`config.mk`:
```
export PLATFORM = sky130hd
export DESIGN_NAME = audio_out_fifo_flat
export DESIGN_NICKNAME = d
export VERILOG_FILES = /design/src/rtl/audio_out_fifo_if.sv /design/src/rtl/audio_out_fifo.sv /design/src/flat_wrapper.sv
export SDC_FILE = /design/constraint.sdc
export NUM_CORES = 1
export LEC_CHECK = 0
export BUFFER_PORTS_ARGS = -buffer_cell sky130_fd_sc_hd__buf_4
export CAP_MARGIN = 40
export CELL_PAD_IN_SITES_DETAIL_PLACEMENT = 1
export CELL_PAD_IN_SITES_GLOBAL_PLACEMENT = 1
export CORE_MARGIN = 10
export CORE_UTILIZATION = 41
export CTS_CLUSTER_DIAMETER = 150
export DETAILED_ROUTE_END_ITERATION = 10
export PLACE_DENSITY = 0.71
export SLEW_MARGIN = 0
export SYNTH_ARGS = -nofsm -noshare
export SYNTH_HDL_FRONTEND = slang
export SYNTH_SLANG_ARGS = --single-unit
export TNS_END_PERCENT = 30
```
`constraint.sdc`:
```
create_clock -name in_clk -period 4.36 [get_ports in_clk]
set_clock_uncertainty 0.15 [all_clocks]
set_input_delay 0.654 -clock in_clk [delete_from_list [all_inputs] [get_ports in_clk]]
set_output_delay 0.654 -clock in_clk [all_outputs]
set_load 0.02 [all_outputs]
```
`src/rtl/audio_out_fifo_if.sv`:
```
// Signal bundle between the NeXT sound-out decoder side, the I2S sender side
// and the audio output FIFO. The FIFO connects through the slave modport.
interface audio_out_fifo_if #(
    parameter int DEPTH_LOG2 = 2,
    parameter int UCNT_W     = 16
);
    // Handshake rule: every *_valid, *_tick, cmd_* and *_out pulse is a
    // single-cycle strobe sampled on the rising clock edge; there is no ready
    // back-pressure, so a strobe that cannot be honoured is dropped and
    // accounted for (overflow / underrun) instead of being stalled.
    logic                  cmd_start;
    logic                  cmd_end;
    logic                  cmd_22k;
    logic                  sample_valid;
    logic [31:0]           sample_data;
    logic                  req_mode;
    logic                  req_tick;
    logic                  status_clr;

    logic                  out_valid;
    logic [31:0]           out_data;
    logic                  audio_start_out;
    logic                  audio_end_out;
    logic                  audio_22k_out;
    logic                  host_req;
    logic [DEPTH_LOG2:0]   fifo_level;
    logic [UCNT_W-1:0]     underrun_count;
    logic                  overflow;
    logic [1:0]            dbg_state;

    modport master (
        output cmd_start, cmd_end, cmd_22k, sample_valid, sample_data,
               req_mode, req_tick, status_clr,
        input  out_valid, out_data, audio_start_out, audio_end_out,
               audio_22k_out, host_req, fifo_level, underrun_count,
               overflow, dbg_state
    );

    modport slave (
        input  cmd_start, cmd_end, cmd_22k, sample_valid, sample_data,
               req_mode, req_tick, status_clr,
        output out_valid, out_data, audio_start_out, audio_end_out,
               audio_22k_out, host_req, fifo_level, underrun_count,
               overflow, dbg_state
    );
endinterface

```
`src/rtl/audio_out_fifo.sv`:
```
// Stereo sample buffer between the NeXT sound-out link and the I2S sender:
// pops one sample per sender tick, prefetches from the host, sequences start/drain/stop.
module audio_out_fifo #(
    parameter int DEPTH_LOG2 = 2,
    parameter int UCNT_W     = 16
) (
    input  logic             in_clk,
    input  logic             rst_n,
    audio_out_fifo_if.slave  bus
);
    localparam int DEPTH = 1 << DEPTH_LOG2;
    localparam int LW    = DEPTH_LOG2 + 1;

    localparam logic [DEPTH_LOG2-1:0] PTR_ONE  = 1;
    localparam logic [LW-1:0]         LVL_ONE  = 1;
    localparam logic [LW-1:0]         LVL_FULL = LW'(DEPTH);
    localparam logic [LW:0]           SUM_CAP  = (LW + 1)'(DEPTH);
    localparam logic [UCNT_W-1:0]     UCNT_ONE = 1;

    typedef enum logic [1:0] {
        ST_IDLE  = 2'd0,
        ST_RUN   = 2'd1,
        ST_DRAIN = 2'd2
    } state_e;

    state_e                state_q, state_d;
    logic [31:0]           mem_q [DEPTH];
    logic [DEPTH_LOG2-1:0] rd_ptr_q, rd_ptr_d;
    logic [DEPTH_LOG2-1:0] wr_ptr_q, wr_ptr_d;
    logic [LW-1:0]         level_q, level_d;
    logic [LW-1:0]         outst_q, outst_d;
    logic [UCNT_W-1:0]     ucnt_q, ucnt_d;
    logic                  ovf_q, ovf_d;
    logic [31:0]           out_data_q, out_data_d;
    logic                  out_valid_q, out_valid_d;
    logic                  host_req_q, host_req_d;
    logic                  start_q, start_d;
    logic                  end_q, end_d;
    logic                  r22_q, r22_d;

    logic                  active;
    logic                  is_empty;
    logic                  is_full;
    logic                  do_pop;
    logic                  push_req;
    logic                  push_ok;
    logic                  drop;
    logic                  underrun;
    logic [LW:0]           prefetch_sum;

    // All event decisions use the occupancy seen at the start of the cycle.
    always_comb begin
        active       = (state_q != ST_IDLE);
        is_empty     = (level_q == '0);
        is_full      = (level_q == LVL_FULL);
        do_pop       = bus.req_tick && active && !is_empty;
        push_req     = bus.sample_valid && active;
        push_ok      = push_req && (!is_full || do_pop);
        drop         = push_req && !push_ok;
        underrun     = bus.req_tick && (state_q == ST_RUN) && bus.req_mode && is_empty;
        prefetch_sum = {1'b0, level_q} - {{LW{1'b0}}, do_pop} + {1'b0, outst_q};
    end

    always_comb begin
        state_d = state_q;
        start_d = 1'b0;
        end_d   = 1'b0;
        r22_d   = r22_q;
        case (state_q)
            ST_IDLE: begin
                if (bus.cmd_start && !bus.cmd_end) begin
                    state_d = ST_RUN;
                    start_d = 1'b1;
                    r22_d   = bus.cmd_22k;
                end
            end
            ST_RUN: begin
                if (bus.cmd_end) begin
                    state_d = ST_DRAIN;
                end else if (bus.cmd_start) begin
                    start_d = 1'b1;
                    r22_d   = bus.cmd_22k;
                end
            end
            ST_DRAIN: begin
                // A restart beats the stop condition; a stop needs both the
                // buffer and the in-flight host requests to be exhausted.
                if (bus.cmd_start && !bus.cmd_end) begin
                    state_d = ST_RUN;
                    start_d = 1'b1;
                    r22_d   = bus.cmd_22k;
                end else if (is_empty && (outst_q == '0)) begin
                    state_d = ST_IDLE;
                    end_d   = 1'b1;
                end
            end
            default: state_d = ST_IDLE;
        endcase
    end

    always_comb begin
        rd_ptr_d    = rd_ptr_q;
        wr_ptr_d    = wr_ptr_q;
        level_d     = level_q;
        out_valid_d = do_pop;
        out_data_d  = out_data_q;
        if (do_pop) begin
            out_data_d = mem_q[rd_ptr_q];
            rd_ptr_d   = rd_ptr_q + PTR_ONE;
        end
        if (push_ok) begin
            wr_ptr_d = wr_ptr_q + PTR_ONE;
        end
        case ({push_ok, do_pop})
            2'b10:   level_d = level_q + LVL_ONE;
            2'b01:   level_d = level_q - LVL_ONE;
            default: level_d = level_q;
        endcase

        host_req_d = bus.req_tick && (state_q == ST_RUN) && bus.req_mode &&
                     (prefetch_sum < SUM_CAP);

        // Every sample arriving while active answers one earlier request,
        // whether it was stored or dropped.
        outst_d = outst_q;
        if (host_req_d && !push_req) begin
            outst_d = outst_q + LVL_ONE;
        end else if (!host_req_d && push_req && (outst_q != '0)) begin
            outst_d = outst_q - LVL_ONE;
        end
        if ((state_q != ST_IDLE) && (state_d == ST_IDLE)) begin
            outst_d = '0;
        end

        ucnt_d = bus.status_clr ? '0 : ucnt_q;
        if (underrun && (ucnt_d != '1)) begin
            ucnt_d = ucnt_d + UCNT_ONE;
        end
        ovf_d = (bus.status_clr ? 1'b0 : ovf_q) | drop;
    end

    always_ff @(posedge in_clk) begin
        if (push_ok) begin
            mem_q[wr_ptr_q] <= bus.sample_data;
        end
    end

    always_ff @(posedge in_clk or negedge rst_n) begin
        if (!rst_n) begin
            state_q     <= ST_IDLE;
            rd_ptr_q    <= '0;
            wr_ptr_q    <= '0;
            level_q     <= '0;
            outst_q     <= '0;
            ucnt_q      <= '0;
            ovf_q       <= 1'b0;
            out_data_q  <= '0;
            out_valid_q <= 1'b0;
            host_req_q  <= 1'b0;
            start_q     <= 1'b0;
            end_q       <= 1'b0;
            r22_q       <= 1'b0;
        end else begin
            state_q     <= state_d;
            rd_ptr_q    <= rd_ptr_d;
            wr_ptr_q    <= wr_ptr_d;
            level_q     <= level_d;
            outst_q     <= outst_d;
            ucnt_q      <= ucnt_d;
            ovf_q       <= ovf_d;
            out_data_q  <= out_data_d;
            out_valid_q <= out_valid_d;
            host_req_q  <= host_req_d;
            start_q     <= start_d;
            end_q       <= end_d;
            r22_q       <= r22_d;
        end
    end

    assign bus.out_valid       = out_valid_q;
    assign bus.out_data        = out_data_q;
    assign bus.audio_start_out = start_q;
    assign bus.audio_end_out   = end_q;
    assign bus.audio_22k_out   = r22_q;
    assign bus.host_req        = host_req_q;
    assign bus.fifo_level      = level_q;
    assign bus.underrun_count  = ucnt_q;
    assign bus.overflow        = ovf_q;
    assign bus.dbg_state       = state_q;
endmodule

```
`src/flat_wrapper.sv`:
```
// flat-port wrapper written by rule: the top's interface ports become plain ports
module audio_out_fifo_flat 
#(
    parameter int DEPTH_LOG2 = 2,
    parameter int UCNT_W     = 16
)
  (in_clk, rst_n, bus_cmd_start, bus_cmd_end, bus_cmd_22k, bus_sample_valid, bus_sample_data, bus_req_mode, bus_req_tick, bus_status_clr, bus_out_valid, bus_out_data, bus_audio_start_out, bus_audio_end_out, bus_audio_22k_out, bus_host_req, bus_fifo_level, bus_underrun_count, bus_overflow, bus_dbg_state);
  audio_out_fifo_if #(.DEPTH_LOG2(DEPTH_LOG2), .UCNT_W(UCNT_W)) bus_i ();
  input  logic in_clk;
  input  logic rst_n;
  input wire logic [$bits(bus_i.cmd_start)-1:0] bus_cmd_start;
  input wire logic [$bits(bus_i.cmd_end)-1:0] bus_cmd_end;
  input wire logic [$bits(bus_i.cmd_22k)-1:0] bus_cmd_22k;
  input wire logic [$bits(bus_i.sample_valid)-1:0] bus_sample_valid;
  input wire logic [$bits(bus_i.sample_data)-1:0] bus_sample_data;
  input wire logic [$bits(bus_i.req_mode)-1:0] bus_req_mode;
  input wire logic [$bits(bus_i.req_tick)-1:0] bus_req_tick;
  input wire logic [$bits(bus_i.status_clr)-1:0] bus_status_clr;
  output wire logic [$bits(bus_i.out_valid)-1:0] bus_out_valid;
  output wire logic [$bits(bus_i.out_data)-1:0] bus_out_data;
  output wire logic [$bits(bus_i.audio_start_out)-1:0] bus_audio_start_out;
  output wire logic [$bits(bus_i.audio_end_out)-1:0] bus_audio_end_out;
  output wire logic [$bits(bus_i.audio_22k_out)-1:0] bus_audio_22k_out;
  output wire logic [$bits(bus_i.host_req)-1:0] bus_host_req;
  output wire logic [$bits(bus_i.fifo_level)-1:0] bus_fifo_level;
  output wire logic [$bits(bus_i.underrun_count)-1:0] bus_underrun_count;
  output wire logic [$bits(bus_i.overflow)-1:0] bus_overflow;
  output wire logic [$bits(bus_i.dbg_state)-1:0] bus_dbg_state;
  assign bus_i.cmd_start = bus_cmd_start;
  assign bus_i.cmd_end = bus_cmd_end;
  assign bus_i.cmd_22k = bus_cmd_22k;
  assign bus_i.sample_valid = bus_sample_valid;
  assign bus_i.sample_data = bus_sample_data;
  assign bus_i.req_mode = bus_req_mode;
  assign bus_i.req_tick = bus_req_tick;
  assign bus_i.status_clr = bus_status_clr;
  assign bus_out_valid = bus_i.out_valid;
  assign bus_out_data = bus_i.out_data;
  assign bus_audio_start_out = bus_i.audio_start_out;
  assign bus_audio_end_out = bus_i.audio_end_out;
  assign bus_audio_22k_out = bus_i.audio_22k_out;
  assign bus_host_req = bus_i.host_req;
  assign bus_fifo_level = bus_i.fifo_level;
  assign bus_underrun_count = bus_i.underrun_count;
  assign bus_overflow = bus_i.overflow;
  assign bus_dbg_state = bus_i.dbg_state;
  audio_out_fifo #(.DEPTH_LOG2(DEPTH_LOG2), .UCNT_W(UCNT_W)) u_core (.in_clk(in_clk), .rst_n(rst_n), .bus(bus_i));
endmodule
```
==> impl_metrics.ini, run 1 <==
[synth]
ys_ff_latch = 194
syn_area_sq_mm = 0.007848
synth.area.top_cells = edfxtp_1, dfrtp_1, mux4_2
netlist_instances = 439
synth.distinct_cells = 56
synth_ff_type = edfxtp_1
synth_top_cell_area_share = 0.4898
avgSynthCellArea_sq_um = 17.88
synth_top_cell_by_area = edfxtp_1
yosysSeqAreaShare = 0.7003
synth_warnings = 0
synth_edf_count = 128
async_flop_share = 0.3402
synth.net_count = 492

[clock_tree]
path_clk_slew_ps = 80
clk_latency_ps = 440
post_cts_buffers = 0
clockRootBuffer = clkbuf_16
postCtsHoldBufs = 1
cts_made_buffers = 17
cts_resized = 0
clockBufferDepth = 2
cts.sinks = 194
h-tree-depth = 4
cts_tree = built

[critical_path]
critPathMaxStageDelay_ps = 440
reg2reg_depth = 14
cpMaxStageDelayCell = nor3_2
crit_start = u_core.bus.fifo_level[2]$_DFFE_PN0P_
timing.rr.end = u_core.outst_q[2]$_DFFE_PN0P_
cp_max_fo = 7
worstPathRequired_ps = 4530
crit_path_end_kind = flip-flop
crit_type = flip-flop to flip-flop
crit_end = u_core.outst_q[2]$_DFFE_PN0P_
cp_cell_sequence = nor3_2 -> or2_2 -> inv_2 -> ha_1 -> inv_1 -> ha_1 -> and3b_1 -> nor4_1 -> o21a_2 -> inv_1 -> fa_1 -> nor3_1 -> a22oi_1 -> mux2_2
start_kind = flip-flop
cp.arrival_ps = 4000
r2r_start = u_core.bus.fifo_level[2]$_DFFE_PN0P_
reg2reg_slack_ps = 530

[final_layout]
fin_util = 0.5112
fillers = 1800
final_cells = 799
antennaDiodeCount = 0
area_growth_pct = 22.26
layout_common_cells = edfxtp_1, buf_4, dfrtp_1, mux2_2, mux4_2
drive_above_1_share = 0.4000
mostFrequentLayoutCell = edfxtp_1
fin_nets = 605

[die]
core-area_sq_mm = 0.01877
num_rows = 50
die_width_um = 158.4
dieHeight_um = 158.4
start_util = 0.4181
ios = 100
dieArea_sq_mm = 0.02507

[routing]
routed_via_density = 5.267
drc = 0
ant_nets = 0
wirelength_um = 17500
vias = 4208
first_iter_violations = 218
routedWlPerCell_um = 21.90
drt_pre_antenna_iters = 6

[sta]
min_period_ps = 3834
finalHoldViolations = 0
finalSetupViolations = 0
max_slew_margin = 0.5000
tightest_slew_ps = 746.5
fin_setup_tns_ps = 0
clock.fmax_mhz = 260.8
rsz0062_at_grt = no
post-route-period-util = 0.8794
final-max-slew-violation-count = 0
fin_hold_ws_ps = 229.0

[pwr]
finalPower_w = 0.006010
p_per_area_mw_per_mm2 = 626.4
leakage_nw = 3.674
vdd_drop_max_v = 0.0004251

[grt]
grt_util_all_layers = 0.1476
antenna_found_initial = 0
grt_max_degree = 43
overflow = 0
grt_pass1_wl_um = 27720
first_global_vias = 4768

[run_status]
status = finished, final reports clean

[place]
port_buffers = 99
gp_congestion = 0.7473
post-dp-hpwl_um = 11860
place_inst = 766

[run]
drv_cap = 0

[worst_hold_path]
min_path_type = input pin to flip-flop
-- layer usage --
metal	track usage	wire length, um
met1	0.1830	7690
met5	0	0
met2	0.2464	8739
met4	0.03573	135
met3	0.04668	935
-- synthesized netlist by cell type (3+ instances only) --
master and count:
a211oi_1 6, a21oi_1 5, and2_1 5, and4_1 3, buf_2 5, buf_4 4, clkbuf_1 5, dfrtp_1 66
edfxtp_1 128, ha_1 10, inv_1 19, mux2_1 5, mux2_2 33, mux4_2 32, nand2_1 12, nand2b_1 4
nand3_1 7, nor2_1 19, nor2b_1 7, o21ai_0 4, xnor2_1 14
-- worst max-delay path, delay by kind of cell (launching register included) --
kind | cells | cell delay, ps
flops | 1 | 430
fa+ha+maj | 3 | 770
simple gates | 5 | 1550
buf+inv | 3 | 180
compound gates | 2 | 350
mux | 1 | 280
-- kinds of logic after synthesis --
kind of cell | after synthesis | synth area share
flops | 194 | 0.7003
simple gates | 77 | 0.06027
mux | 72 | 0.1489
buf+inv | 36 | 0.02089
compound gates | 32 | 0.03077
xor+xnor | 16 | 0.01786
fa+ha+maj | 12 | 0.02105
-- how the worst min path moves through the flow --
| stage | startpoint | to | slack (ps) | cells after the start |
|---|---|---|---|---|
| after floorplan | rst_n | u_core.bus.audio_22k_out$_DFFE_PN0P_ | 210 | 0 |
| after global placement | u_core.bus.out_data[8]$_DFFE_PN0P_ | u_core.bus.out_data[8]$_DFFE_PN0P_ | 320 | 1 |
| after detailed placement | u_core.bus.out_data[7]$_DFFE_PN0P_ | u_core.bus.out_data[7]$_DFFE_PN0P_ | 330 | 1 |
| after CTS | bus_cmd_end | u_core.bus.dbg_state[0]$_DFF_PN0_ | 220 | 2 |
| after global routing | bus_cmd_end | u_core.bus.dbg_state[0]$_DFF_PN0_ | 220 | 2 |
| final | bus_cmd_end | u_core.bus.dbg_state[0]$_DFF_PN0_ | 230 | 2 |
-- state kept, by name, indices dropped and copies added, names as in the netlist --
signal	cells
u_core.wr_ptr_q	2
u_core.bus.fifo_level	3
u_core.bus.overflow	1
u_core.bus.underrun_count	16
u_core.bus.audio_22k_out	1
u_core.bus.host_req	1
u_core.bus.audio_end_out	1
u_core.bus.audio_start_out	1
u_core.rd_ptr_q	2
u_core.bus.out_valid	1
u_core.outst_q	3
u_core.bus.dbg_state	2
u_core.bus.out_data	32
u_core.mem_q	128
-- cell type report --
cell class                 count  area [sq um]  share of cell area
clock buffer                  17         425.4             0.04434
clock inverter                15         186.4             0.01943
inverter                      20         75.07            0.007825
multi-input combinational    209          2193              0.2286
sequential                   194          5498              0.5730
tap                          234         292.8             0.03052
timing repair buffer         110         923.4             0.09624
-- power breakdown --
| group | internal, W | leakage, nW | switching, W |
|---|---|---|---|
| sequential | 0.00233 | 1.98 | 0.000252 |
| clock | 0.000830 | 0.295 | 0.000762 |
| combinational | 0.000905 | 1.40 | 0.000936 |
-- through the flow --
step | worst slack [ps] | area, sq um
5_1_grt | 174.7 | 9594
6_report | 525.8 | 9594
3_5_place_dp | 544.5 | 8972
2_1_floorplan | 597.1 | 7848
3_3_place_gp | 625.1 | 8825
4_1_cts | 479.3 | 9594
Note: power is estimated with default switching activity, not from simulation.
==> inputs of run 2 (changes only) <==
REMOVE_ABC_BUFFERS = 1   (was default)
==> impl_metrics.ini, run 2 (synthesized netlist as in run 1, its figures left out) <==
[die]
die_width_um = 158.4
ios = 100
start_util = 0.4181
dieHeight_um = 158.4
core-area_sq_mm = 0.01877
num_rows = 50
dieArea_sq_mm = 0.02507

[critical_path]
cp_cell_sequence = nor3_2 -> or2_2 -> inv_2 -> ha_1 -> inv_1 -> ha_1 -> and3b_1 -> nor4_1 -> o21a_2 -> inv_1 -> fa_1 -> nor3_1 -> a22oi_1 -> mux2_2
cp.arrival_ps = 3990
start_kind = flip-flop
r2r_start = u_core.bus.fifo_level[2]$_DFFE_PN0P_
timing.rr.end = u_core.outst_q[2]$_DFFE_PN0P_
reg2reg_depth = 14
crit_type = flip-flop to flip-flop
cpMaxStageDelayCell = nor3_2
worstPathRequired_ps = 4530
crit_path_end_kind = flip-flop
reg2reg_slack_ps = 550
crit_start = u_core.bus.fifo_level[2]$_DFFE_PN0P_
cp_max_fo = 7
crit_end = u_core.outst_q[2]$_DFFE_PN0P_
critPathMaxStageDelay_ps = 470

[place]
gp_congestion = 0.7718
place_inst = 764
port_buffers = 99
post-place-ws_ps = 438.6
post-dp-hpwl_um = 11620

[sta]
post-route-period-util = 0.8749
finalHoldViolations = 0
final-max-slew-violation-count = 0
min_period_ps = 3814
max_slew_margin = 0.4488
fin_setup_tns_ps = 0
fin_ws_ps = 545.6
rsz0062_at_grt = no
finalSetupViolations = 0
tightest_slew_ps = 826.8
clock.fmax_mhz = 262.2

[clock_tree]
clockBufferDepth = 2
h-tree-depth = 4
clockRootBuffer = clkbuf_16
cts_made_buffers = 17
cts.sinks = 194
postCtsHoldBufs = 0
cts_resized = 0
clk_latency_ps = 440
path_clk_slew_ps = 80
post_cts_buffers = 0
cts_tree = built

[final_layout]
largest_register = u_core.mem_q
final_cells = 796
fin_nets = 602
drive_above_1_share = 0.3968
layout_common_cells = edfxtp_1, buf_4, dfrtp_1, mux2_2, mux4_2
largest_reg_flops = 128
area_growth_pct = 21.43
antennaDiodeCount = 0
mostFrequentLayoutCell = edfxtp_1

[routing]
wirelength_um = 16900
routed_via_density = 5.251
ant_nets = 0
routedWlPerCell_um = 21.23
first_iter_violations = 183
drt_pre_antenna_iters = 4
drc = 0
vias = 4180

[grt]
antenna_found_initial = 0
overflow = 0
first_global_vias = 4762
grt_util_all_layers = 0.1418
grt_pass1_wl_um = 26980
grt_max_degree = 36

[pwr]
vdd_drop_max_v = 0.0003446
finalPower_w = 0.005899
p_per_area_mw_per_mm2 = 619.0
leakage_nw = 3.640

[worst_hold_path]
min_path_type = input pin to asynchronous set/reset pin

[run]
drv_cap = 0

[run_status]
status = finished, final reports clean
-- run 2: changes by cell type in the layout (fill, tap and decap cells not counted), sizes merged --
cell         previous run  this run
dlygate4sd3             1         0
clkinvlp                1         2
inv                    29        26
buf                   109       107
bufinv                  1         0
clkinv                  4         7
-- run 2: layout make-up --
type / instances / area, sq um
clock buffer: 17 / 425.4
clock inverter: 15 / 166.4
fill: 1803 / 9239
inverter: 20 / 75.07
multi-input combinational: 209 / 2193
sequential: 194 / 5498
tap: 234 / 292.8
timing repair buffer: 107 / 878.3
-- run 2: how the worst min path moves through the flow --
stage	endpoint	slack, ps
final	u_core.bus.underrun_count[3]$_DFF_PN0_	10
after global routing	u_core.bus.underrun_count[3]$_DFF_PN0_	30
after CTS	u_core.bus.underrun_count[3]$_DFF_PN0_	8
after detailed placement	u_core.bus.out_data[9]$_DFFE_PN0P_	330
after global placement	u_core.bus.out_data[9]$_DFFE_PN0P_	320
after floorplan	u_core.bus.audio_22k_out$_DFFE_PN0P_	210
-- run 2: per-layer routing --
metal / up-vias / global-route usage / wire length (um)
met1: 2172 / 0.1739 / 7189
met3: 13 / 0.04938 / 1149
met2: 104 / 0.2310 / 8408
li1: 1891 / - / -
met4: 0 / 0.04367 / 155
met5: - / 0 / 0
-- run 2: through the flow --
step	hold slack [ps]	instance area (sq um)	util
floorplan	208.4	7759	-
global placement	322.8	8817	0.4698
detailed placement	330.4	8937	0.4762
CTS	8.430	9529	0.5077
global route	32.49	9529	0.5077
finish	12.40	9529	0.5077
-- run 2: report_power, final --
part           internal, W  switching (W)  total (W)
sequential         0.00232       0.000260    0.00258
combinational     0.000883       0.000885    0.00177
clock             0.000770       0.000776    0.00155
total              0.00398        0.00192    0.00590
-- run 2: worst max-delay path: cells and delay by family, from the launching register on --
family          cells  cell delay, ps
buf+inv             3             180
mux                 1             280
fa+ha+maj           3             760
simple gates        5            1550
compound gates      2             350
flops               1             440
==> inputs of run 3 (changes only) <==
GPL_TIMING_DRIVEN = 0   (was default)
MAX_ROUTING_LAYER = met4   (was default)
PLACE_DENSITY = default   (was 0.71)
PLACE_DENSITY_LB_ADDON = 0.15   (was default)
==> impl_metrics.ini, run 3 (synthesized netlist as in run 1, its figures left out) <==
[critical_path]
r2r_start = u_core.bus.dbg_state[0]$_DFF_PN0_
cp_max_fo = 9
timing.rr.end = u_core.outst_q[2]$_DFFE_PN0P_
worstPathRequired_ps = 4530
crit_start = u_core.bus.dbg_state[0]$_DFF_PN0_
reg2reg_depth = 14
reg2reg_slack_ps = 430
crit_type = flip-flop to flip-flop
crit_path_end_kind = flip-flop
start_kind = flip-flop
cp.arrival_ps = 4100
crit_end = u_core.outst_q[2]$_DFFE_PN0P_

[die]
core-area_sq_mm = 0.01877
die_width_um = 158.4
dieArea_sq_mm = 0.02507
start_util = 0.4181
ios = 100
num_rows = 50
dieHeight_um = 158.4

[sta]
final-max-slew-violation-count = 0
min_period_ps = 3928
tightest_slew_ps = 691.2
rsz0062_at_grt = no
finalHoldViolations = 0
post-route-period-util = 0.9010
fin_setup_tns_ps = 0
finalSetupViolations = 0
fin_hold_ws_ps = 238.3
clock.fmax_mhz = 254.6
max_slew_margin = 0.5343

[routing]
vias = 4145
ant_nets = 0
first_iter_violations = 136
routedWlPerCell_um = 20.61
drc = 0
routed_via_density = 5.201
drt_pre_antenna_iters = 4
wirelength_um = 16420

[grt]
first_global_vias = 4756
antenna_found_initial = 0
grt_pass1_wl_um = 26190
grt_max_degree = 50
grt_util_all_layers = 0.1429
overflow = 0

[pwr]
p_per_area_mw_per_mm2 = 617.7
leakage_nw = 3.668
finalPower_w = 0.005924
vdd_drop_max_v = 0.0003084

[clock_tree]
clockRootBuffer = clkbuf_16
h-tree-depth = 4
path_clk_slew_ps = 70
cts.sinks = 194
clockBufferDepth = 2
cts_tree = built
cts_made_buffers = 17
post_cts_buffers = 0
clk_latency_ps = 430

[final_layout]
largest_reg_flops = 128
fillers = 1774
drive_above_1_share = 0.3961
fin_util = 0.5109
fin_nets = 603
stdcell_area_sq_mm = 0.009589
layout_common_cells = edfxtp_1, buf_4, dfrtp_1, mux2_2, mux4_2
antennaDiodeCount = 0
area_growth_pct = 22.19
mostFrequentLayoutCell = edfxtp_1
largest_register = u_core.mem_q

[run_status]
status = finished, final reports clean

[place]
postPlaceCellArea_sq_mm = 0.008992
post-dp-hpwl_um = 11140
port_buffers = 99
gp_congestion = 0.7766

[worst_hold_path]
min_path_type = input pin to flip-flop

[run]
drv_cap = 0
==> run 3: changes by cell type in the layout (fill, tap and decap cells not counted), moves of 2 or more <==
cell / delta
buf_12: -2
clkinv_8: -4
inv_8: -2
clkbuf_1: +2
clkbuf_8: +2
buf_16: +4
buf_4: -2
==> run 3: layout make-up <==
cell class / instances / area, sq um / share of cell area
Clock buffer: 21 / 460.4 / 0.04802
Clock inverter: 11 / 120.1 / 0.01253
Inverter: 20 / 75.07 / 0.007829
Multi-Input combinational cell: 209 / 2200 / 0.2294
Sequential cell: 194 / 5498 / 0.5733
Tap cell: 234 / 292.8 / 0.03053
Timing Repair Buffer: 108 / 943.4 / 0.09838
==> run 3: where the power goes <==
group	switching (W)	internal, W
Combinational	0.000899	0.000909
Clock	0.000701	0.000836
Sequential	0.000252	0.00233
==> run 3: repair_timing <==
item | in CTS | in global routing
setup endpoints to repair | 0 | 1
hold buffers | 1 | 0
endpoints found under the hold margin | 17 | 0
gates resized for setup | 0 | 1
==> run 3: how the worst min path moves through the flow <==
stage                                                 endpoint                            startpoint  cells after the start
after floorplan           u_core.bus.audio_22k_out$_DFFE_PN0P_                                 rst_n                      0
after global placement    u_core.bus.audio_22k_out$_DFFE_PN0P_  u_core.bus.audio_22k_out$_DFFE_PN0P_                      1
after detailed placement    u_core.bus.out_data[4]$_DFFE_PN0P_    u_core.bus.out_data[4]$_DFFE_PN0P_                      1
after CTS                    u_core.bus.dbg_state[0]$_DFF_PN0_                           bus_cmd_end                      2
after global routing         u_core.bus.dbg_state[0]$_DFF_PN0_                           bus_cmd_end                      2
final                        u_core.bus.dbg_state[0]$_DFF_PN0_                           bus_cmd_end                      2
==> run 3: worst max-delay path, cell delays in order (launching register included) <==
cell     delay, ps
dfrtp_1        490
o21ai_0        230
or2_2          380
inv_2          230
ha_1           190
inv_1           40
ha_1           270
and3b_1        240
nor4_2         270
o21a_2         220
inv_1           80
fa_1           400
nor3_1         230
a22oi_1        110
mux2_2         280
==> run 3: metal layers <==
| layer | GRT usage | part of all wire | routed length, um | up-vias |
|---|---|---|---|---|
| met5 | - | 0 | 0 | - |
| met4 | 0.03970 | 0.010 | 168 | 0 |
| met3 | 0.04182 | 0.051 | 845 | 15 |
| met2 | 0.2418 | 0.51 | 8303 | 85 |
| met1 | 0.1628 | 0.43 | 7106 | 2151 |
| li1 | - | - | - | 1894 |
==> run 3: through the flow <==
step / setup WS (ps) / std cells
floorplan: 388.9 / 423
global placement: -253.1 / 756
detailed placement: 157.7 / 764
CTS: 312.0 / 797
global route: 66.15 / 797
finish: 431.7 / 797
